### config.mk
export PLATFORM = sky130hd
export DESIGN_NAME = fetch_sequencer
export DESIGN_NICKNAME = d
export VERILOG_FILES = /design/src/rtl/cpu_pkg.sv /design/src/rtl/fetch_sequencer_pc_next.sv /design/src/rtl/fetch_sequencer.sv
export SDC_FILE = /design/constraint.sdc
export NUM_CORES = 1
export LEC_CHECK = 0
export ABC_AREA = 1
export CAP_MARGIN = 25
export CORE_AREA = 2 2 64 66
export CTS_CLUSTER_DIAMETER = 100
export CTS_CLUSTER_SIZE = 40
export DETAILED_ROUTE_END_ITERATION = 7
export DIE_AREA = 0 0 66 68
export GPL_ROUTABILITY_DRIVEN = 0
export PLACE_DENSITY = 0.81
export SYNTH_ARGS = -nofsm -noshare
export SYNTH_HDL_FRONTEND = slang
export SYNTH_SLANG_ARGS = --single-unit
### constraint.sdc
create_clock -name clk -period 2.2 [get_ports clk]
set_input_delay 0.44 -clock clk [delete_from_list [all_inputs] [get_ports clk]]
set_output_delay 0.44 -clock clk [all_outputs]
set_load 0.01 [all_outputs]
### src/rtl/cpu_pkg.sv
// Shared CPU definitions: data path widths, opcode map and the fetch
// state encoding used by the instruction-fetch controller.
package cpu_pkg;

  localparam int ADDR_W = 4;
  localparam int INST_W = 16;

  localparam logic [3:0] OP_NOP  = 4'b0000;
  localparam logic [3:0] OP_LOAD = 4'b0001;
  localparam logic [3:0] OP_ADD  = 4'b0010;
  localparam logic [3:0] OP_SUB  = 4'b0011;
  localparam logic [3:0] OP_ADDI = 4'b1010;
  localparam logic [3:0] OP_SUBI = 4'b1011;
  localparam logic [3:0] OP_BR   = 4'b1100;
  localparam logic [3:0] OP_OUT  = 4'b1111;

  typedef enum logic [1:0] {
    ST_IDLE   = 2'd0,
    ST_FETCH  = 2'd1,
    ST_ISSUE  = 2'd2,
    ST_HALTED = 2'd3
  } fetch_state_t;

  function automatic logic [3:0] opcode_of(input logic [INST_W-1:0] inst);
    return inst[INST_W-1 -: 4];
  endfunction

  function automatic logic [ADDR_W-1:0] branch_target(input logic [INST_W-1:0] inst);
    return inst[11:8];
  endfunction

endpackage

### src/rtl/fetch_sequencer_pc_next.sv
// Next-PC selection for the fetch sequencer.
// Priority: execute redirect, then folded unconditional branch, then
// sequential increment (wraps modulo 2^ADDR_W).
module pc_next_logic
  import cpu_pkg::*;
#(
  parameter logic [3:0] BR_OPCODE = OP_BR
) (
  input  logic [ADDR_W-1:0] pc,
  input  logic [INST_W-1:0] inst,
  input  logic              redirect_valid,
  input  logic [ADDR_W-1:0] redirect_pc,
  output logic [ADDR_W-1:0] pc_next
);

  // choose the following fetch address
  always_comb begin
    pc_next = pc + ADDR_W'(1);
    if (redirect_valid) begin
      pc_next = redirect_pc;
    end else if (opcode_of(inst) == BR_OPCODE) begin
      pc_next = branch_target(inst);
    end
  end

endmodule

### src/rtl/fetch_sequencer.sv
// Instruction-fetch controller for the 16-entry program ROM.
// Optional build macro: FETCH_STEP_EN adds a 'step' input that gates every
// ROM capture (board single-stepping). Without it captures happen whenever
// the handshake allows.
//
// state     | meaning
// ----------+---------------------------------------------------------
// ST_IDLE   | after reset, waiting for start
// ST_FETCH  | nothing held; capture rom_data at pc next edge
// ST_ISSUE  | out_inst valid; on accept capture the next one back-to-back
// ST_HALTED | stopped by halt_req, waiting for start
module fetch_sequencer
  import cpu_pkg::*;
#(
  parameter logic [ADDR_W-1:0] RESET_PC  = '0,
  parameter logic [3:0]        BR_OPCODE = OP_BR
) (
  input  logic              clk,
  input  logic              rst,
  input  logic              start,
  input  logic              halt_req,
`ifdef FETCH_STEP_EN
  input  logic              step,
`endif
  output logic [ADDR_W-1:0] rom_addr,
  input  logic [INST_W-1:0] rom_data,
  output logic [INST_W-1:0] out_inst,
  output logic [ADDR_W-1:0] out_pc,
  output logic              out_valid,
  input  logic              out_ready,
  input  logic              redirect_valid,
  input  logic [ADDR_W-1:0] redirect_pc,
  output logic              running,
  output logic [7:0]        issue_cnt
);

  fetch_state_t      state;
  logic [ADDR_W-1:0] pc;
  logic [ADDR_W-1:0] pc_next;
  logic              accept;
  logic              step_ok;

`ifdef FETCH_STEP_EN
  assign step_ok = step;
`else
  assign step_ok = 1'b1;
`endif

  assign rom_addr = pc;
  assign accept   = out_valid & out_ready;
  assign running  = (state == ST_FETCH) || (state == ST_ISSUE);

  pc_next_logic #(
    .BR_OPCODE(BR_OPCODE)
  ) u_pc_next (
    .pc            (pc),
    .inst          (rom_data),
    .redirect_valid(redirect_valid),
    .redirect_pc   (redirect_pc),
    .pc_next       (pc_next)
  );

  // fetch FSM: pc, output register, handshake and accepted-instruction count
  always_ff @(posedge clk or posedge rst) begin
    if (rst) begin
      state     <= ST_IDLE;
      pc        <= RESET_PC;
      out_inst  <= '0;
      out_pc    <= '0;
      out_valid <= 1'b0;
      issue_cnt <= '0;
    end else begin
      // a redirect in the same cycle as an accept cancels that transfer
      if (accept && !redirect_valid) begin
        issue_cnt <= issue_cnt + 8'd1;
      end

      case (state)
        ST_IDLE, ST_HALTED: begin
          if (redirect_valid) begin
            pc <= redirect_pc;
          end else if (start) begin
            state <= ST_FETCH;
          end
        end

        ST_FETCH: begin
          if (redirect_valid) begin
            pc <= pc_next;
          end else if (halt_req) begin
            state <= ST_HALTED;
          end else if (step_ok) begin
            out_inst  <= rom_data;
            out_pc    <= pc;
            out_valid <= 1'b1;
            pc        <= pc_next;
            state     <= ST_ISSUE;
          end
        end

        ST_ISSUE: begin
          if (redirect_valid) begin
            pc        <= pc_next;
            out_valid <= 1'b0;
            state     <= ST_FETCH;
          end else if (out_ready) begin
            if (halt_req) begin
              out_valid <= 1'b0;
              state     <= ST_HALTED;
            end else if (step_ok) begin
              out_inst <= rom_data;
              out_pc   <= pc;
              pc       <= pc_next;
            end else begin
              // accepted but no step pulse: wait in FETCH for the next one
              out_valid <= 1'b0;
              state     <= ST_FETCH;
            end
          end
        end

        default: begin
          state     <= ST_IDLE;
          out_valid <= 1'b0;
        end
      endcase
    end
  end

endmodule

[After elaboration in Yosys (flattened, before gate mapping)]
Cells that the tools add are included.
Cells by class
  mux-type cells: 32
  bitwise logic cells: 1
  equality and inequality tests: 13
  reductions and logical operators: 10
  add/subtract/negate cells: 2
Operator list (number)
  two-way mux 16 bit: 4
  two-way mux 4 bit: 11
  one-hot mux 16 bit (2 select lines): 1
  != test 2 bit, second input constant: 7
  two-way mux 2 bit: 6
  one-hot mux 4 bit (3 select lines): 1
  AND reduction 5 bit: 2
  adder 8 x 1 -> 8 bit, second input constant: 1
  one-hot mux 4 bit (2 select lines): 1
  two-way mux 1 bit: 6
  != test 3 bit, second input constant: 2
  one-hot mux 2 bit (3 select lines): 1
  adder 4 x 1 -> 4 bit, second input constant: 1
  == test 2 bit, second input constant: 2
  == test 4 bit, second input constant: 1
  AND reduction 4 bit: 1
  == test 2 x 1 -> 1 bit, second input constant: 1
  logical NOT 2 bit: 1
  one-hot mux 1 bit (2 select lines): 1
  AND reduction 2 bit: 1
  nonzero test 2 bit: 1
  OR reduction 2 bit: 1
  bitwise AND 1 bit: 1
  logical AND 1 bit: 1
  other kinds (2): 2
Word-level totals
  output and inout port bits: 34
  register bits: 35
  bits of input ports: 26
  logic and storage cells: 64

[Longest topological paths before layout]
Gate-level depths: netlist (run 1).
  depth in word-level cells: 7
  depth in mapped cells: 8
  gate-level depth less buffers: 8

[By module]
From an unflattened synthesis (run 1), not the netlist that was laid out.
Unflattened totals
  cell total of the unflattened synthesis: 250
  area, all modules: 1915.6 um2
By module, submodules not included
  fetch_sequencer: times used 1, area an instance 1731.7 um2, cells each 213
  pc_next_logic: times used 1, area an instance 183.9 um2, cells each 37

[Worst setup path after synthesis (run 1)]
No wires, ideal clock.
  path kind: flip-flop to flip-flop
  start point: register state[0]
  end point: register out_pc[2]
  path slack: 721 ps
  arrival time: 1414 ps
  clock period less this slack: 1479 ps
  stages on the path, launching flop included: 9
  required time: 2135 ps
  cells stage by stage: dfrtp_1 > inv_1 > ha_1 > nor2_2 > nand2_2 > nor2_4 > buf_4 > nand2_1 > nand2_1
On the way
  cells in the longest elaborated chain, start to end: 3
Ends and longest elaborated chain
  start, declared: line fetch_sequencer.sv:37  | fetch_state_t state;
  start signal, assigned: line fetch_sequencer.sv:66  | state <= ST_IDLE;
  start signal, assigned: line fetch_sequencer.sv:83  | state <= ST_FETCH;
  start signal, assigned: line fetch_sequencer.sv:91  | state <= ST_HALTED;
  == test 2 bit / == test 2 x 1 -> 1 bit (equally long branches): line fetch_sequencer.sv:78  | case (state)
  != test 2 bit (no line) / nonzero test 2 bit (equally long branches)
  AND reduction 4 bit (no line)
  end signal, assigned: line fetch_sequencer.sv:94  | out_pc <= pc;
  end signal, assigned: line fetch_sequencer.sv:112  | out_pc <= pc;
  end, declared: line fetch_sequencer.sv:28  | output logic [ADDR_W-1:0] out_pc,
Several ways; a longest one is shown, not always the timed one.
A chain may end at the register's enable or synchronous reset.

[Worst setup path in the final report (run 1)]
  start point: register state[0]
  end point: register out_inst[11]
On the way
  cells in the longest elaborated chain, start to end: 3
Ends and longest elaborated chain
  == test 2 bit / == test 2 x 1 -> 1 bit (equally long branches): line fetch_sequencer.sv:78
  != test 2 bit (no line) / nonzero test 2 bit (equally long branches)
  AND reduction 4 bit (no line)
  end signal, assigned: line fetch_sequencer.sv:93  | out_inst <= rom_data;
  end signal, assigned: line fetch_sequencer.sv:111  | out_inst <= rom_data;
  end, declared: line fetch_sequencer.sv:27  | output logic [INST_W-1:0] out_inst,
Several ways; a longest one is shown, not always the timed one.

==> qor_table.md, run 1 <==
| Result | This run |
|---|---|
| Count of port buffers added during placement | 59 |
| Total negative slack | 0 ps |
| Layout cells sized above 1 | 0.0873 |
| PnR Total Power | 3.22 mW |
| Instance count after placement with tap cells included | 317 |
| Net Sw Frac | 0.386 |
| Area share of the largest cell type after synthesis | 0.503 |
| Total gr overflow | 0 |
| Path class of the lowest-slack min-delay path | reg2reg |
| Commonest cells post-synth | sky130_fd_sc_hd__nand2_1, sky130_fd_sc_hd__dfrtp_1, sky130_fd_sc_hd__inv_1 |
| Outcome | completed |
| Sequence of cells on the critical path | inv_1 -> ha_1 -> nor2_2 -> nand2_2 -> nor2_4 -> nor2_1 -> a21oi_2 |
| Static leakage power | 1.20 nW |
| Placeable core area | 3860 µm² |
| Number of buffers created by CTS | 5 |
| Ys async rst share | 1.00 |
| Number of rows created at floorplan | 23 |
| Effective utilization at floorplan | 0.451 |
| Worst IR drop on VDD | 698 µV |
| Worst setup path category | reg2reg |
| Syn-to-layout area delta | 42.7% |
| Root buf cell | sky130_fd_sc_hd__clkbuf_8 |
| Number of cells on the critical path | 7 |
| CTS Sinks | 35 |
| Register-to-Register Path Depth | 7 |
| Reported net switching power | 1.24 mW |
| Post-synthesis sequential element count | 35 |
| Final worst-path cycle share | 0.819 |
| Unrepaired setup endpoints after global routing | no |
| Ports placed on the boundary | 60 |
| Post-layout instance count excluding filler cells | 325 |
| Layout Utilization | 0.644 |
| Placement-stage cell area | 2400 µm² |
| Met3 global-route usage | 0.0559 |
| CTS Hold Bufs | 0 |
| Max-Cap Viols | 0 |
| Final hold violations | 0 |
| Highest clock frequency the design can meet | 0.555 GHz |
| Unique masters post-synth | 26 |
| Most used standard cell by instance count after synthesis | sky130_fd_sc_hd__nand2_1 |
| CP required | 2420 ps |
| Overall fraction of global-route tracks in use | 0.178 |
| Count of flip-flops with a built-in enable after synthesis | 0 |
| Placed wire-length estimate | 2700 µm |
| Combined area of all synthesized cells | 1740 µm² |
| Die boundary width | 66 µm |
| Fraction of power consumed by combinational cells | 0.510 |
| Top Family by Delay on Critical Path | simple AND/OR/NAND/NOR gates |
| Share of power burned in the clock network | 0.141 |
| CTS tree | yes |
| Sequential area share after synthesis | 0.503 |
| Max-slew violation total from the final report | 0 |
| Initial antenna violation count | 0 |
| Internal power of the cells | 1.98 mW |
| Biggest cell delay along the critical path | 490 ps |
| Antenna-violating nets left | 0 |
| Wire length of the first global-routing pass | 6020 µm |
| Pin count of the biggest net entering global routing | 36 |
| Met1 demand-to-capacity share in global routing | 0.214 |
| Sort of element at the start of the critical path | register |
| Layout net count | 305 |
| Number of cells produced by synthesis | 208 |
| Post-Synthesis Mean Instance Area | 8.37 µm² |
| Final non-filler cell area | 2480 µm² |
| Primary flip-flop cell chosen by synthesis mapping | sky130_fd_sc_hd__dfrtp_1 |
| Post-Route Skew | 5.37 ps |
| Post-layout minimum cycle time | 1800 ps |
| Slowest CP cell | sky130_fd_sc_hd__nor2_4 |
| Detailed-route via count | 1,541 |
| M2 GR Usage | 0.295 |
| Top Usage Layer GRT | met2 |
| Via count of the first global-routing pass | 1,393 |
| Total Die Area | 4490 µm² |
| Total wire length | 3670 µm |
| Count of routing violations after the opening detailed-route iteration | 114 |
| Yosys warning count | 0 |
| Post-DR vias/cell | 4.74 |
| DRC violation count after routing | 0 |
| Clock insertion delay at the later pin of the skew report | 290 ps |
| Final setup violation count | 0 |
| Slew HR | 0.601 |
| Depth of the worst hold-timing path | 2 |
| Clock Pin Slew Worst Setup and Hold Paths | 70 ps |
| Setup slack on the worst flop-to-flop path | 400 ps |
| DR WL/cell | 11.3 µm |
| Pwr dens | 1300 nW/µm² |
| Slew at the pin closest to its max-slew limit | 597 ps |
| Seq pwr share | 0.349 |
| Largest fanout on the critical path | 25 |
| Clock Path Buffers | 2 |
| Total inserted antenna cells | 0 |
| Category of the worst setup path capture point | register |
| Net Count, Synth | 239 |
| Total iterations of the first detailed-routing run | 4 |
| Vert. Die Dim | 68 µm |
| # H-tree levels | 2 |
| Critical path buffers and inverters | 1 |
| Worst path arrival time | 2020 ps |
| Synth area leader | sky130_fd_sc_hd__dfrtp_1 |
| Leading cell types by total area after synthesis | sky130_fd_sc_hd__dfrtp_1, sky130_fd_sc_hd__nand2_1, sky130_fd_sc_hd__o21ai_0, sky130_fd_sc_hd__inv_1, sky130_fd_sc_hd__nand3_1 |
-- power by group through the flow --
stage | sequential [mW] | combinational, mW | clock [mW]
after CTS | 1.13 | 1.67 | 0.470
final | 1.12 | 1.64 | 0.453
after global placement | 1.13 | 1.63 | 0
after global routing | 1.16 | 1.83 | 0.496
after detailed placement | 1.14 | 1.66 | 0
after floorplan | 1.23 | 0.797 | 0
-- cell families (layout without fill, tap and decap cells) --
logic type               count (synthesis)  in the layout  synth area share
AO/OA/AOI/OAI                           28             28            0.0992
XOR/XNOR                                 8              8            0.0403
adder cells (fa/ha/maj)                  5              5            0.0359
buffers and inverters                   28             95            0.0676
flip-flops                              35             35             0.503
multiplexers                             1              1           0.00647
AND/OR/NAND/NOR                        103            103             0.247
-- per-stage QoR --
step / worst slack, ps / hold WS, ps
6_report: 397 / 494
5_1_grt: 209 / 514
4_1_cts: 15.8 / 501
3_5_place_dp: 257 / 485
3_3_place_gp: 274 / 460
2_1_floorplan: 721 / 481
-- cells in the final DEF (no fill, tap or decap) --
master | netlist | final
sky130_fd_sc_hd__nand2_1 | 61 | 61
sky130_fd_sc_hd__clkdlybuf4s50_1 | 0 | 58
sky130_fd_sc_hd__dfrtp_1 | 35 | 35
sky130_fd_sc_hd__inv_1 | 22 | 22
sky130_fd_sc_hd__nor2_1 | 20 | 20
sky130_fd_sc_hd__o21ai_0 | 19 | 19
sky130_fd_sc_hd__nand3_1 | 16 | 16
sky130_fd_sc_hd__a21oi_2 | 5 | 5
sky130_fd_sc_hd__ha_1 | 5 | 5
sky130_fd_sc_hd__clkbuf_8 | 0 | 5
sky130_fd_sc_hd__xnor2_1 | 4 | 4
sky130_fd_sc_hd__xor2_1 | 4 | 4
sky130_fd_sc_hd__buf_4 | 1 | 4
sky130_fd_sc_hd__inv_2 | 2 | 2
sky130_fd_sc_hd__nor2_2 | 1 | 1
sky130_fd_sc_hd__nand2_2 | 1 | 1
sky130_fd_sc_hd__a21oi_4 | 1 | 1
sky130_fd_sc_hd__nor2_4 | 1 | 1
sky130_fd_sc_hd__nand4_1 | 1 | 1
sky130_fd_sc_hd__o21ai_1 | 1 | 1
sky130_fd_sc_hd__and2_0 | 1 | 1
sky130_fd_sc_hd__a21oi_1 | 1 | 1
sky130_fd_sc_hd__nand3_2 | 1 | 1
sky130_fd_sc_hd__a21boi_1 | 1 | 1
sky130_fd_sc_hd__mux2_2 | 1 | 1
sky130_fd_sc_hd__clkinvlp_4 | 0 | 1
sky130_fd_sc_hd__clkinv_2 | 0 | 1
sky130_fd_sc_hd__clkbuf_1 | 1 | 1
sky130_fd_sc_hd__dlymetal6s2s_1 | 0 | 1
-- routing by layer --
metal	wire [µm]	part of all wire
met5	0	0
met4	68	0.019
met3	228	0.062
met2	1790	0.49
met1	1580	0.43
-- state kept, by name (all words and copies together), names as in the netlist --
register and flops:
state 2, out_pc 4, out_valid 1, rom_addr 4, out_inst 16, issue_cnt 8
-- layout make-up --
type	instances	area, µm²
clock buffer	6	72.6
clock inverter	2	12.5
fill	335	1370
inverter	24	90.1
multi-input combinational	145	747
sequential	35	876
tap	50	62.6
timing repair buffer	63	623
-- tightest hold or removal path, delay by kind of cell, from the launching register on --
kind / cells / cell delay, ps
AOI/OAI and AO/OA: 1 / 70
DFF: 1 / 340
and+or+nand+nor: 1 / 50
-- worst paths after layout --
| path | from | to |
|---|---|---|
| worst max-delay path | state[0]$_DFFE_PP0P_ | out_inst[11]$_DFFE_PP0P_ |
| worst min-delay path | out_inst[1]$_DFFE_PP0P_ | out_inst[1]$_DFFE_PP0P_ |
| worst max register to register | state[0]$_DFFE_PP0P_ | out_inst[11]$_DFFE_PP0P_ |
| worst min register to register | out_inst[1]$_DFFE_PP0P_ | out_inst[1]$_DFFE_PP0P_ |
| max in group asynchronous | rst | out_inst[13]$_DFFE_PP0P_ |
| min in group asynchronous | rst | issue_cnt[1]$_DFFE_PP0P_ |
-- repair_timing --
action | in CTS | in global routing
setup buffers | 0 | 0
gates resized for setup | 0 | 1
endpoints found under the setup margin | 0 | 1
No activity file was read; power rests on OpenSTA's default activity.
==> inputs of run 2 (changes only) <==
--- a/config.mk
+++ b/config.mk
@@ -7,13 +7,13 @@
 export LEC_CHECK = 0
 export ABC_AREA = 1
 export CAP_MARGIN = 25
-export CORE_AREA = 2 2 64 66
+export CORE_AREA = 2 2 69 71
 export CTS_CLUSTER_DIAMETER = 100
 export CTS_CLUSTER_SIZE = 40
 export DETAILED_ROUTE_END_ITERATION = 7
-export DIE_AREA = 0 0 66 68
+export DIE_AREA = 0 0 71 73
 export GPL_ROUTABILITY_DRIVEN = 0
-export PLACE_DENSITY = 0.81
+export PLACE_DENSITY = 0.74
 export SYNTH_ARGS = -nofsm -noshare
 export SYNTH_HDL_FRONTEND = slang
 export SYNTH_SLANG_ARGS = --single-unit
==> constraint.sdc (replaced) <==
create_clock -name clk -period 1.54 [get_ports clk]
set_input_delay 0.308 -clock clk [delete_from_list [all_inputs] [get_ports clk]]
set_output_delay 0.308 -clock clk [all_outputs]
set_load 0.01 [all_outputs]
==> run 2 against run 1 <==
The run now ends with setup timing left; count of clock-buffer cells in the layout unchanged; first-iteration DRC count fell by 49%; routed wire length increased by 17%; register-to-register slack got worse by 440 ps; largest cell class is now buffers.
==> qor_table.md, run 2 (synthesis results as in run 1) <==
| Result | This run |
|---|---|
| Biggest cell delay along the critical path | 420 ps |
| Highest-count cells in the layout ignoring fill and taps | sky130_fd_sc_hd__nand2_1, sky130_fd_sc_hd__clkdlybuf4s50_1, sky130_fd_sc_hd__dfrtp_1 |
| Detailed-route via count | 1,662 |
| Registers with the most flip-flops | out_inst (16), issue_cnt (8) |
| Post-Route Skew | 4.49 ps |
| Sequence of cells on the critical path | ha_4 -> buf_6 -> nor2_4 -> nand2_4 -> nor2_4 -> buf_6 -> buf_16 -> nand2_2 -> nand2_2 |
| Register with the most flip-flops | out_inst |
| Pwr dens | 1880 nW/µm² |
| Clock insertion delay at the later pin of the skew report | 280 ps |
| Wire length of the first global-routing pass | 7510 µm |
| DRC violation count after routing | 0 |
| Worst setup path category | reg2reg |
| Final setup violation count | 10 |
| Post-DR vias/cell | 4.74 |
| Layout net count | 329 |
| DR WL/cell | 12.2 µm |
| Clock Path Buffers | 2 |
| Placeable core area | 4540 µm² |
| Antenna-violating nets left | 0 |
| Initial antenna violation count | 0 |
| Slew HR | 0.846 |
| Critical path buffers and inverters | 3 |
| CP required | 1760 ps |
| Number of flip-flops in the largest register | 16 |
| Die boundary width | 71 µm |
| Top Family by Delay on Critical Path | simple AND/OR/NAND/NOR gates |
| Reg2reg start | state[1]$_DFFE_PP0P_ |
| Count of port buffers added during placement | 59 |
| Via count of the first global-routing pass | 1,660 |
| Post-layout minimum cycle time | 1580 ps |
| Setup slack on the worst flop-to-flop path | -40 ps |
| Failing checks | setup timing |
| Placed wire-length estimate | 2970 µm |
| Slew at the pin closest to its max-slew limit | 230 ps |
| Placement-stage cell area | 2550 µm² |
| Worst setup slack after placement | -111 ps |
| Unrepaired setup endpoints after global routing | yes |
| Instance count after placement with tap cells included | 336 |
| Slowest CP cell | sky130_fd_sc_hd__dfrtp_1 |
| Ports placed on the boundary | 60 |
| CTS Sinks | 35 |
| Static leakage power | 1.44 nW |
| Post-layout instance count excluding filler cells | 351 |
| Worst IR drop on VDD | 988 µV |
| Total Die Area | 5180 µm² |
| Total inserted antenna cells | 0 |
| Max-slew violation total from the final report | 0 |
| Highest clock frequency the design can meet | 0.631 GHz |
| Syn-to-layout area delta | 62.5% |
| Final non-filler cell area | 2830 µm² |
| Sort of element at the start of the critical path | register |
| Path class of the lowest-slack min-delay path | in2async |
| # H-tree levels | 2 |
| Number of buffers created by CTS | 5 |
| Total iterations of the first detailed-routing run | 4 |
| Clock Pin Slew Worst Setup and Hold Paths | 70 ps |
| Layout cells sized above 1 | 0.242 |
| Largest fanout on the critical path | 4 |
| Final worst-path cycle share | 1.03 |
| Root buf cell | sky130_fd_sc_hd__clkbuf_8 |
| CTS tree | yes |
| Tightest hold margin | 370 ps |
| Final hold violations | 0 |
| Overall fraction of global-route tracks in use | 0.185 |
| Outcome | finished with violations |
| Effective utilization at floorplan | 0.384 |
| Worst Slack Setup Final | -43.7 ps |
| Worst path arrival time | 1810 ps |
| Count of routing violations after the opening detailed-route iteration | 58 |
| Total wire length | 4280 µm |
| Most frequent standard cell in the layout excluding fill and tap cells | sky130_fd_sc_hd__nand2_1 |
| Register-to-Register Path Depth | 9 |
| Endpoint of the worst-slack reg-to-reg timing path | out_inst[5]$_DFFE_PP0P_ |
| PnR Total Power | 5.33 mW |
| Max-Cap Viols | 0 |
| Total gr overflow | 0 |
| Number of rows created at floorplan | 25 |
| Vert. Die Dim | 73 µm |
| Pin count of the biggest net entering global routing | 36 |
| Category of the worst setup path capture point | register |
==> run 2: cell types whose count changed in the layout (fill, tap and decap cells not counted), sizes merged <==
| cell | before | now |
|---|---|---|
| clkinv | 1 | 0 |
| dlymetal6s2s | 1 | 8 |
| buf | 4 | 29 |
| clkinvlp | 1 | 0 |
| dlygate4sd2 | 0 | 3 |
| clkdlybuf4s50 | 58 | 47 |
==> run 2: area by class of cell <==
class / instances / area, µm²
clock buffer: 6 / 72.6
fill: 408 / 1710
inverter: 24 / 92.6
multi-input combinational: 145 / 833
sequential: 35 / 876
tap: 54 / 67.6
timing repair buffer: 87 / 886
==> run 2: timing repair <==
action,in CTS,in global routing
endpoints found under the hold margin,0,0
gates resized for setup,27,40
gates cloned,2,0
buffers inserted,9,2
hold buffers,0,0
pin swaps,4,6
endpoints found under the setup margin,26,32
==> run 2: how the worst max path moves through the flow <==
stage,start,endpoint,slack [ps],cells past startpoint
2_1_floorplan,state[0]$_DFFE_PP0P_,out_pc[2]$_DFFE_PP0P_,60,8
3_3_place_gp,state[0]$_DFFE_PP0P_,running,-90,4
3_5_place_dp,state[0]$_DFFE_PP0P_,running,-110,4
4_1_cts,state[0]$_DFFE_PP0P_,out_pc[2]$_DFFE_PP0P_,-30,9
5_1_grt,state[1]$_DFFE_PP0P_,out_inst[5]$_DFFE_PP0P_,-120,9
6_report,state[1]$_DFFE_PP0P_,out_inst[5]$_DFFE_PP0P_,-40,9
==> run 2: power by group <==
part / leakage (nW) / switching [mW] / internal [mW]
combinational: 0.973 / 1.48 / 1.68
clock: 0.0371 / 0.295 / 0.301
sequential: 0.425 / 0.245 / 1.32
total: 1.44 / 2.02 / 3.31
==> run 2: stage by stage <==
| stage | TNS, ps | util |
|---|---|---|
| 6_report | -230 | 0.623 |
| 5_1_grt | -1830 | 0.623 |
| 4_1_cts | -101 | 0.620 |
| 3_5_place_dp | -1080 | 0.562 |
| 3_3_place_gp | -240 | 0.562 |
| 2_1_floorplan | 0 | - |
==> run 2: worst reg2reg max path, delay by kind of cell, from the launching register on <==
family | cells | cell delay, ps
adders and majority gates | 1 | 260
DFF | 1 | 420
buffers and inverters | 3 | 360
and+or+nand+nor | 5 | 490
==> run 2: per-layer routing <==
metal	vias to the layer above	wire [µm]	global-route usage
met5	-	0	0
met4	0	71	0.0566
met3	7	206	0.0525
met2	38	2160	0.318
met1	784	1840	0.226
li1	833	-	-
